<file path="src/rtl/fifo.sv">
// Synchronous single-clock packet FIFO.
//
// Stores FIFO_DEPTH packets of W = DATA_LINE_WIDTH + CONTROL_LINE_WIDTH bits.
// Reads have one cycle of latency: o_read_packet loads the oldest entry on the
// edge that accepts the read. When no read is accepted, o_read_packet keeps
// its last value. Overflow and underflow requests are dropped.
//
// Ports
//   clk               : clock, rising edge
//   rst_n             : asynchronous active-low reset
//   i_read_packet_en  : read request
//   i_write_packet_en : write request
//   i_write_packet    : packet to write (W bits)
//   o_read_packet     : registered read data (W bits)
//   o_empty_flag      : occupancy is 0
//   o_full_flag       : occupancy is FIFO_DEPTH
module fifo #(
  parameter int FIFO_DEPTH         = 32,
  parameter int LOG2_FIFO_DEPTH    = 5,
  parameter int DATA_LINE_WIDTH    = 64,
  parameter int CONTROL_LINE_WIDTH = 6
) (
  input  logic                                          clk,
  input  logic                                          rst_n,
  input  logic                                          i_read_packet_en,
  input  logic                                          i_write_packet_en,
  input  logic [DATA_LINE_WIDTH+CONTROL_LINE_WIDTH-1:0] i_write_packet,
  output logic [DATA_LINE_WIDTH+CONTROL_LINE_WIDTH-1:0] o_read_packet,
  output logic                                          o_empty_flag,
  output logic                                          o_full_flag
);

  localparam int W = DATA_LINE_WIDTH + CONTROL_LINE_WIDTH;
  localparam logic [LOG2_FIFO_DEPTH:0] DEPTH_CNT = (LOG2_FIFO_DEPTH+1)'(FIFO_DEPTH);

  logic [W-1:0]               mem [FIFO_DEPTH];
  logic [LOG2_FIFO_DEPTH-1:0] wr_ptr;
  logic [LOG2_FIFO_DEPTH-1:0] rd_ptr;
  logic [LOG2_FIFO_DEPTH:0]   count;
  logic                       rd_accept;
  logic                       wr_accept;

  assign o_empty_flag = (count == '0);
  assign o_full_flag  = (count == DEPTH_CNT);

  // A full FIFO can still take a write when a read frees a slot on the same
  // edge. An empty FIFO never accepts a read, so a same-cycle write cannot
  // pass straight through to o_read_packet.
  assign rd_accept = i_read_packet_en && !o_empty_flag;
  assign wr_accept = i_write_packet_en && (!o_full_flag || rd_accept);

  // The array has no reset. Entries left over from before a reset cannot be
  // reached until they are written again.
  always_ff @(posedge clk) begin
    if (wr_accept) begin
      mem[wr_ptr] <= i_write_packet;
    end
  end

  always_ff @(posedge clk or negedge rst_n) begin
    if (!rst_n) begin
      wr_ptr        <= '0;
      rd_ptr        <= '0;
      count         <= '0;
      o_read_packet <= '0;
    end else begin
      if (wr_accept) begin
        wr_ptr <= wr_ptr + 1'b1;
      end
      if (rd_accept) begin
        // When the FIFO is full, wr_ptr == rd_ptr. This reads the old entry,
        // because the write to the same slot only lands on this edge.
        o_read_packet <= mem[rd_ptr];
        rd_ptr        <= rd_ptr + 1'b1;
      end
      if (wr_accept && !rd_accept) begin
        count <= count + 1'b1;
      end else if (rd_accept && !wr_accept) begin
        count <= count - 1'b1;
      end
    end
  end

endmodule

</file>
<file path="config.mk">
export PLATFORM = sky130hd
export DESIGN_NAME = fifo
export DESIGN_NICKNAME = d
export VERILOG_FILES = /design/src/rtl/fifo.sv
export SDC_FILE = /design/constraint.sdc
export NUM_CORES = 2
export LEC_CHECK = 0
export CAP_MARGIN = 15
export CORE_MARGIN = 2
export CORE_UTILIZATION = 56
export DETAILED_ROUTE_END_ITERATION = 8
export MAX_ROUTING_LAYER = met4
export PLACE_DENSITY = 0.75
export SLEW_MARGIN = 20
export SYNTH_ARGS = -nofsm -noshare
export SYNTH_HDL_FRONTEND = slang
export SYNTH_SLANG_ARGS = --single-unit
</file>
<file path="constraint.sdc">
create_clock -name clk -period 5.1 [get_ports clk]
set_clock_uncertainty 0.2 [all_clocks]
set_input_delay 1.02 -clock clk [delete_from_list [all_inputs] [get_ports clk]]
set_output_delay 1.02 -clock clk [all_outputs]
set_load 0.05 [all_outputs]
</file>
# After elaboration in Yosys (flattened, before gate mapping)

Memories as Yosys holds them, arrays and structs flattened. A register that Yosys moved wholly into a read port is not among the register bits.
Cells that the tools add are included.

Latch bits: 0
Register bits after elaboration: 16
Bits of input ports: 74
Word-level logic and storage cells: 25
Memory bits (writable): 2240
Bits in read-only memories: 0
Memories: 1
Output and inout bits: 72

Memory list:

| memory | words | bits a word | rd ports | clocked after Yosys merged registers in | write ports | RTL line | source |
|---|---|---|---|---|---|---|---|
| mem    | 32    | 70          | 1        | 1                                       | 1           | 36       | `logic [W-1:0] mem [FIFO_DEPTH];` |

Reductions and logical operators: 12
Muxes and demuxes: 4
$lt $le $gt $ge: 0
Multiply operators: 0
Div/mod/pow operators: 0
Bitwise operators: 0
Shifts and indexed selects: 0
Equal/unequal tests: 1
Add/sub/neg operators: 4

Operators by type and width:

| kind                                              | number |
|---|---|
| 2-to-1 mux 6 bit                                  | 2 |
| adder 5 x 1 -> 5 bit (second input constant)      | 2 |
| adder 6 x 1 -> 6 bit (second input constant)      | 1 |
| equality test 6 bit (second input constant)       | 1 |
| logical NOT 6 bit                                 | 1 |
| subtractor 6 x 1 -> 6 bit (second input constant) | 1 |
| logical NOT 1 bit                                 | 5 |
| logical AND 1 bit                                 | 4 |
| 2-to-1 mux 1 bit                                  | 2 |
| nonzero test 2 bit                                | 1 |
| logical OR 1 bit                                  | 1 |

# Longest topological paths before layout

Word-level depth: 9
Mapped depth: 16
Mapped depth without buffers: 12

# Worst setup path before layout

OpenSTA, ideal clock, no wires.

Path kind: input to register
Start: input i_read_packet_en
End: memory mem[31][0] in the netlist's numbering (enable)
Stages: 5
Path slack: -211 ps
Required time: 4401 ps
Setup time: 499 ps
Data arrival time: 4612 ps
Buffers on the path: 2
Cells stage by stage: o41a_1 > clkbuf_1 > nand2_1 > buf_2 > nor2_1

Longest elaborated chain between the ends: 5

RTL lines:

| element                                | RTL line | source |
|---|---|---|
| start, declared                        | 25       | `input logic i_read_packet_en,` |
| logical AND 1 bit                      | 49       | `assign rd_accept = i_read_packet_en && !o_empty_flag;` |
| logical OR 1 bit                       | 50       | `assign wr_accept = i_write_packet_en && (!o_full_flag \|\| rd_accept);` |
| logical AND 1 bit                      | 50       |  |
| named net wr_accept                    | 41       | `logic wr_accept;` |
| 2-to-1 mux 1 bit                       | 55       | `if (wr_accept) begin` |
| 2-to-1 mux 1 bit (not written as such) | 56       | `mem[wr_ptr] <= i_write_packet;` |
| end, declared                          | 36       |  |

The timed path passes the listed nets, and every way through them passes these cells.

# Worst setup path in the final report

Start: register count[0]
End: output o_empty_flag

Longest elaborated chain between the ends: 1

RTL lines:

| element                | RTL line | source |
|---|---|---|
| start, declared        | 39       | `logic [LOG2_FIFO_DEPTH:0] count;` |
| start signal, assigned | 77       | `count <= count + 1'b1;` |
| start signal, assigned | 79       | `count <= count - 1'b1;` |
| logical NOT 6 bit      | 43       | `assign o_empty_flag = (count == '0);` |
| end, declared          | 29       | `output logic o_empty_flag,` |

No other way between the ends.

==> key figures <==
Status
  • Status: finished clean

Floorplanning
  • Area of the die: around 160,000 um^2
  • Die Ht: approximately 400 um
  • Width of the die: between 400 and 500 um
  • Num rows: ~150
  • Core area: 156,400 um^2
  • I/O pins: between 100 and 150
  • Initial Util: between 50 and 60%

GRT
  • Initial antenna violation count: 3
  • Largest net degree at the start of global routing: roughly 110
  • Met3 Resource Use GR: 5.031%
  • Vias in the first global route: 44,280
  • Overflow after GRT: 0
  • M1 GR Usage: between 30% and 40%
  • First-pass GRT wire length: around 300 mm
  • Tot GR Track Use: 26.70%
  • Layer with the highest usage: met2
  • Met2 GRT Util: ~41%

Critical path
  • Slowest CP cell: clkdlybuf4s50_1
  • Worst EP required: 3880 ps
  • Critical path type: reg2out
  • Buf/Inv on CP: 2
  • FF-to-FF End: count[5]$_DFFE_PN0P_
  • Crit Path Max Fanout: 4
  • Worst EP arrival: 3020 ps
  • Reg2Reg Launch Point: count[0]$_DFFE_PN0P_
  • Critical path launch point type: flop
  • Flop2flop setup slack: between 1000 and 1500 ps
  • CP endpoint kind: output port
  • R2R cell count: 12
  • Family with the most delay on the worst path: simple AND/OR/NAND/NOR gates
  • Crit path largest cell delay: about 790 ps
  • CP Cell Sequence: or4_4, or3_1, inv_1, clkdlybuf4s50_1

Worst hold path
  • Worst min path class: reg2reg
  • Hold Path Cell Cnt: 2
  • HP Start: o_read_packet[60]$_DFFE_PN0P_
  • WHS Endpoint: o_read_packet[60]$_DFFE_PN0P_

Timing
  • Fmax: about 0.24 GHz
  • Max-slew headroom: ~28%
  • RSZ-0062 raised after global routing: false
  • Final Hold Fails: 0
  • Hold_ws: between 200 and 300 ps
  • Fin. max-slew vios: 0
  • Tmin final: 4237 ps
  • Final number of setup-violating endpoints: 0
  • Worst-Margin Slew: 1072 ps
  • Final Cycle Share: around 83%

Yosys
  • Number of synthesized flops with an enable pin: about 2,200
  • Synth top area share: 76.14%
  • Async SR Flop Fraction: 3.697%
  • Sequential share of the synthesized area: 78.57%
  • Area share of and/or/nand/nor cells after synthesis: under 10%
  • Adder-cell share of the synthesized area: less than 1%
  • Seq cells post-synth: 2,326
  • Largest family of logic cells by synthesized area: multiplexers
  • Synth Area in XOR/XNOR: 0.1190%
  • Yosys top cell by area: edfxtp_1
  • Top FF cell, synth: edfxtp_1
  • Area contributors post-synth: edfxtp_1, mux4_2, mux2_2, dfrtp_1, mux2i_1
  • Mux share of post-synthesis cell area: approximately 14%
  • Post-Syn Nets: around 4,300
  • Yosys warnings: 0
  • Mapped cell area: between 80,000 and 90,000 um^2
  • Post-synth cell types: 55
  • Synth Area per Inst: between 20 and 25 um^2
  • Compound-cell area share of the yosys netlist: roughly 4%
  • Mapped Cells: 4,176

Clock network
  • # H-tree levels: 4
  • CTS tree: yes
  • Clk_lat worst skew: 870 ps
  • Clk sinks: approximately 2,300
  • Max Buffers Root-to-Sink: 3
  • Setup Fix Bufs, Post-CTS: 0
  • Cts bufs inserted: 218
  • Root cell of the clock tree: clkbuf_16
  • Clock slew at reported path FFs: about 60 ps

Drt
  • Vias: ~44,000
  • 1st-iter DRT viols: between 5,000 and 6,000
  • Residual DRC: 0
  • Avg Vias per Cell: around 6.6
  • Routed Antenna Nets: 0
  • Total detailed-routing wirelength: about 210 mm
  • Wire per inst: just over 30 um
  • DR pass1 iterations: 6

Place
  • Final GP Congestion: 0.7986
  • Port Buffer Count: around 150
  • Post-DP HPWL: approximately 110 mm

Layout
  • Fin util: approximately 64%
  • Synthesis-to-layout area growth: 13.32%
  • Nets: 4,517
  • Layout cells sized above 1: between 20% and 30%

Power and ir drop
  • Pwr/cell area: between 500 and 600 nW/um^2
  • Leak pwr: 31.99 nW
  • Peak VDD IR: around 480 uV

Run
  • Number of max-cap violations: 0
sequential cells by signal, indices dropped and copies added (netlist names):
signal and cells:
rd_ptr 5, o_read_packet 70, mem 2240, wr_ptr 5
count 6
repair_timing:
action / CTS / global route
hold endpoints to repair: 35 / 0
gates resized for setup: 0 / 0
hold buffers: 1 / 0
cell families after synthesis:
group,count (synthesis)
XOR/XNOR,12
flip-flops,2326
AO/OA/AOI/OAI,528
buffers and inverters,255
adder cells (fa/ha/maj),12
AND/OR/NAND/NOR,271
multiplexers,772
layout by cell type, fill, tap and decap left out, types with 68 or more instances in the layout:
cell type,n
edfxtp_1,2240
mux2i_1,211
clkbuf_16,222
a211oi_1,68
buf_4,98
mux2_2,207
o22ai_1,236
mux4_2,354
a22o_1,68
nor2b_1,69
a21oi_1,70
dfrtp_1,81
clkdlybuf4s50_1,91
cells in the mapped netlist, types with 3 or more instances:
cell type  number
edfxtp_1     2240
mux4_2        354
o22ai_1       236
mux2i_1       211
mux2_2        207
buf_2         111
clkbuf_1      105
dfrtp_1        86
nor2b_1        71
a21oi_1        70
a211oi_1       68
a22o_1         68
nand2_1        53
nor2_1         40
o21ai_0        38
nor4_1         37
or3_1          37
o41ai_1        32
buf_4          13
ha_1           11
buf_1          10
xnor2_1        10
inv_1           8
buf_6           5
nand3_1         5
nand3b_1        5
or3b_2          3
or4_1           3
or4b_2          3
stage by stage:
stage / cell area [um^2] / TNS [ps] / setup slack, ps / power, mW / instances
4_1_cts: 100300 / 0 / 808.6 / 54.81 / 6683
5_1_grt: 100100 / 0 / 770.3 / 56.36 / 6685
3_3_place_gp: 92980 / 0 / 948.8 / 38.11 / 6267
3_5_place_dp: 92930 / 0 / 925.7 / 38.31 / 6267
2_1_floorplan: 88350 / -399520 / -210.7 / 33.40 / 4176
6_report: 100100 / 0 / 863.1 / 54.60 / 6685
routing by layer:
metal  vias to the layer above  wire length (um)
li1                      17990                 -
met1                     23030             81460
met2                      2499            101300
met3                       318             20500
met4                         0              4789
met5                         -                 0
tightest hold or removal path, stage by stage, from the launching register on:
cell     delay, ps
dfrtp_1        340
nand2_1         50
o21ai_0         60
power breakdown:
part / total, mW / internal (mW) / switching [mW]
Sequential: 23.3 / 22.4 / 0.899
Clock: 16.6 / 9.53 / 7.03
Combinational: 14.7 / 6.03 / 8.70
cell type report:
class	count	area, um^2
inverter	9	38.79
clock buffer	284	5928
tap	2058	2575
sequential	2326	69430
clock inverter	131	1430
fill	10030	56280
multi-input combinational	1595	18020
timing repair buffer	281	2681
antenna	1	2.502
worst max path at each step:
stage | start | end | slack (ps) | cells after the start
detailed placement | i_read_packet_en | mem[17][19]$_DFFE_PP_ | 930 | 5
CTS | count[0]$_DFFE_PN0P_ | o_empty_flag | 810 | 4
floorplan | i_read_packet_en | mem[31][0]$_DFFE_PP_ | -210 | 5
global route | count[0]$_DFFE_PN0P_ | o_empty_flag | 770 | 4
global placement | i_read_packet_en | mem[15][23]$_DFFE_PP_ | 950 | 5
finish | count[0]$_DFFE_PN0P_ | o_empty_flag | 860 | 4
(Power assumes the default switching activity.)
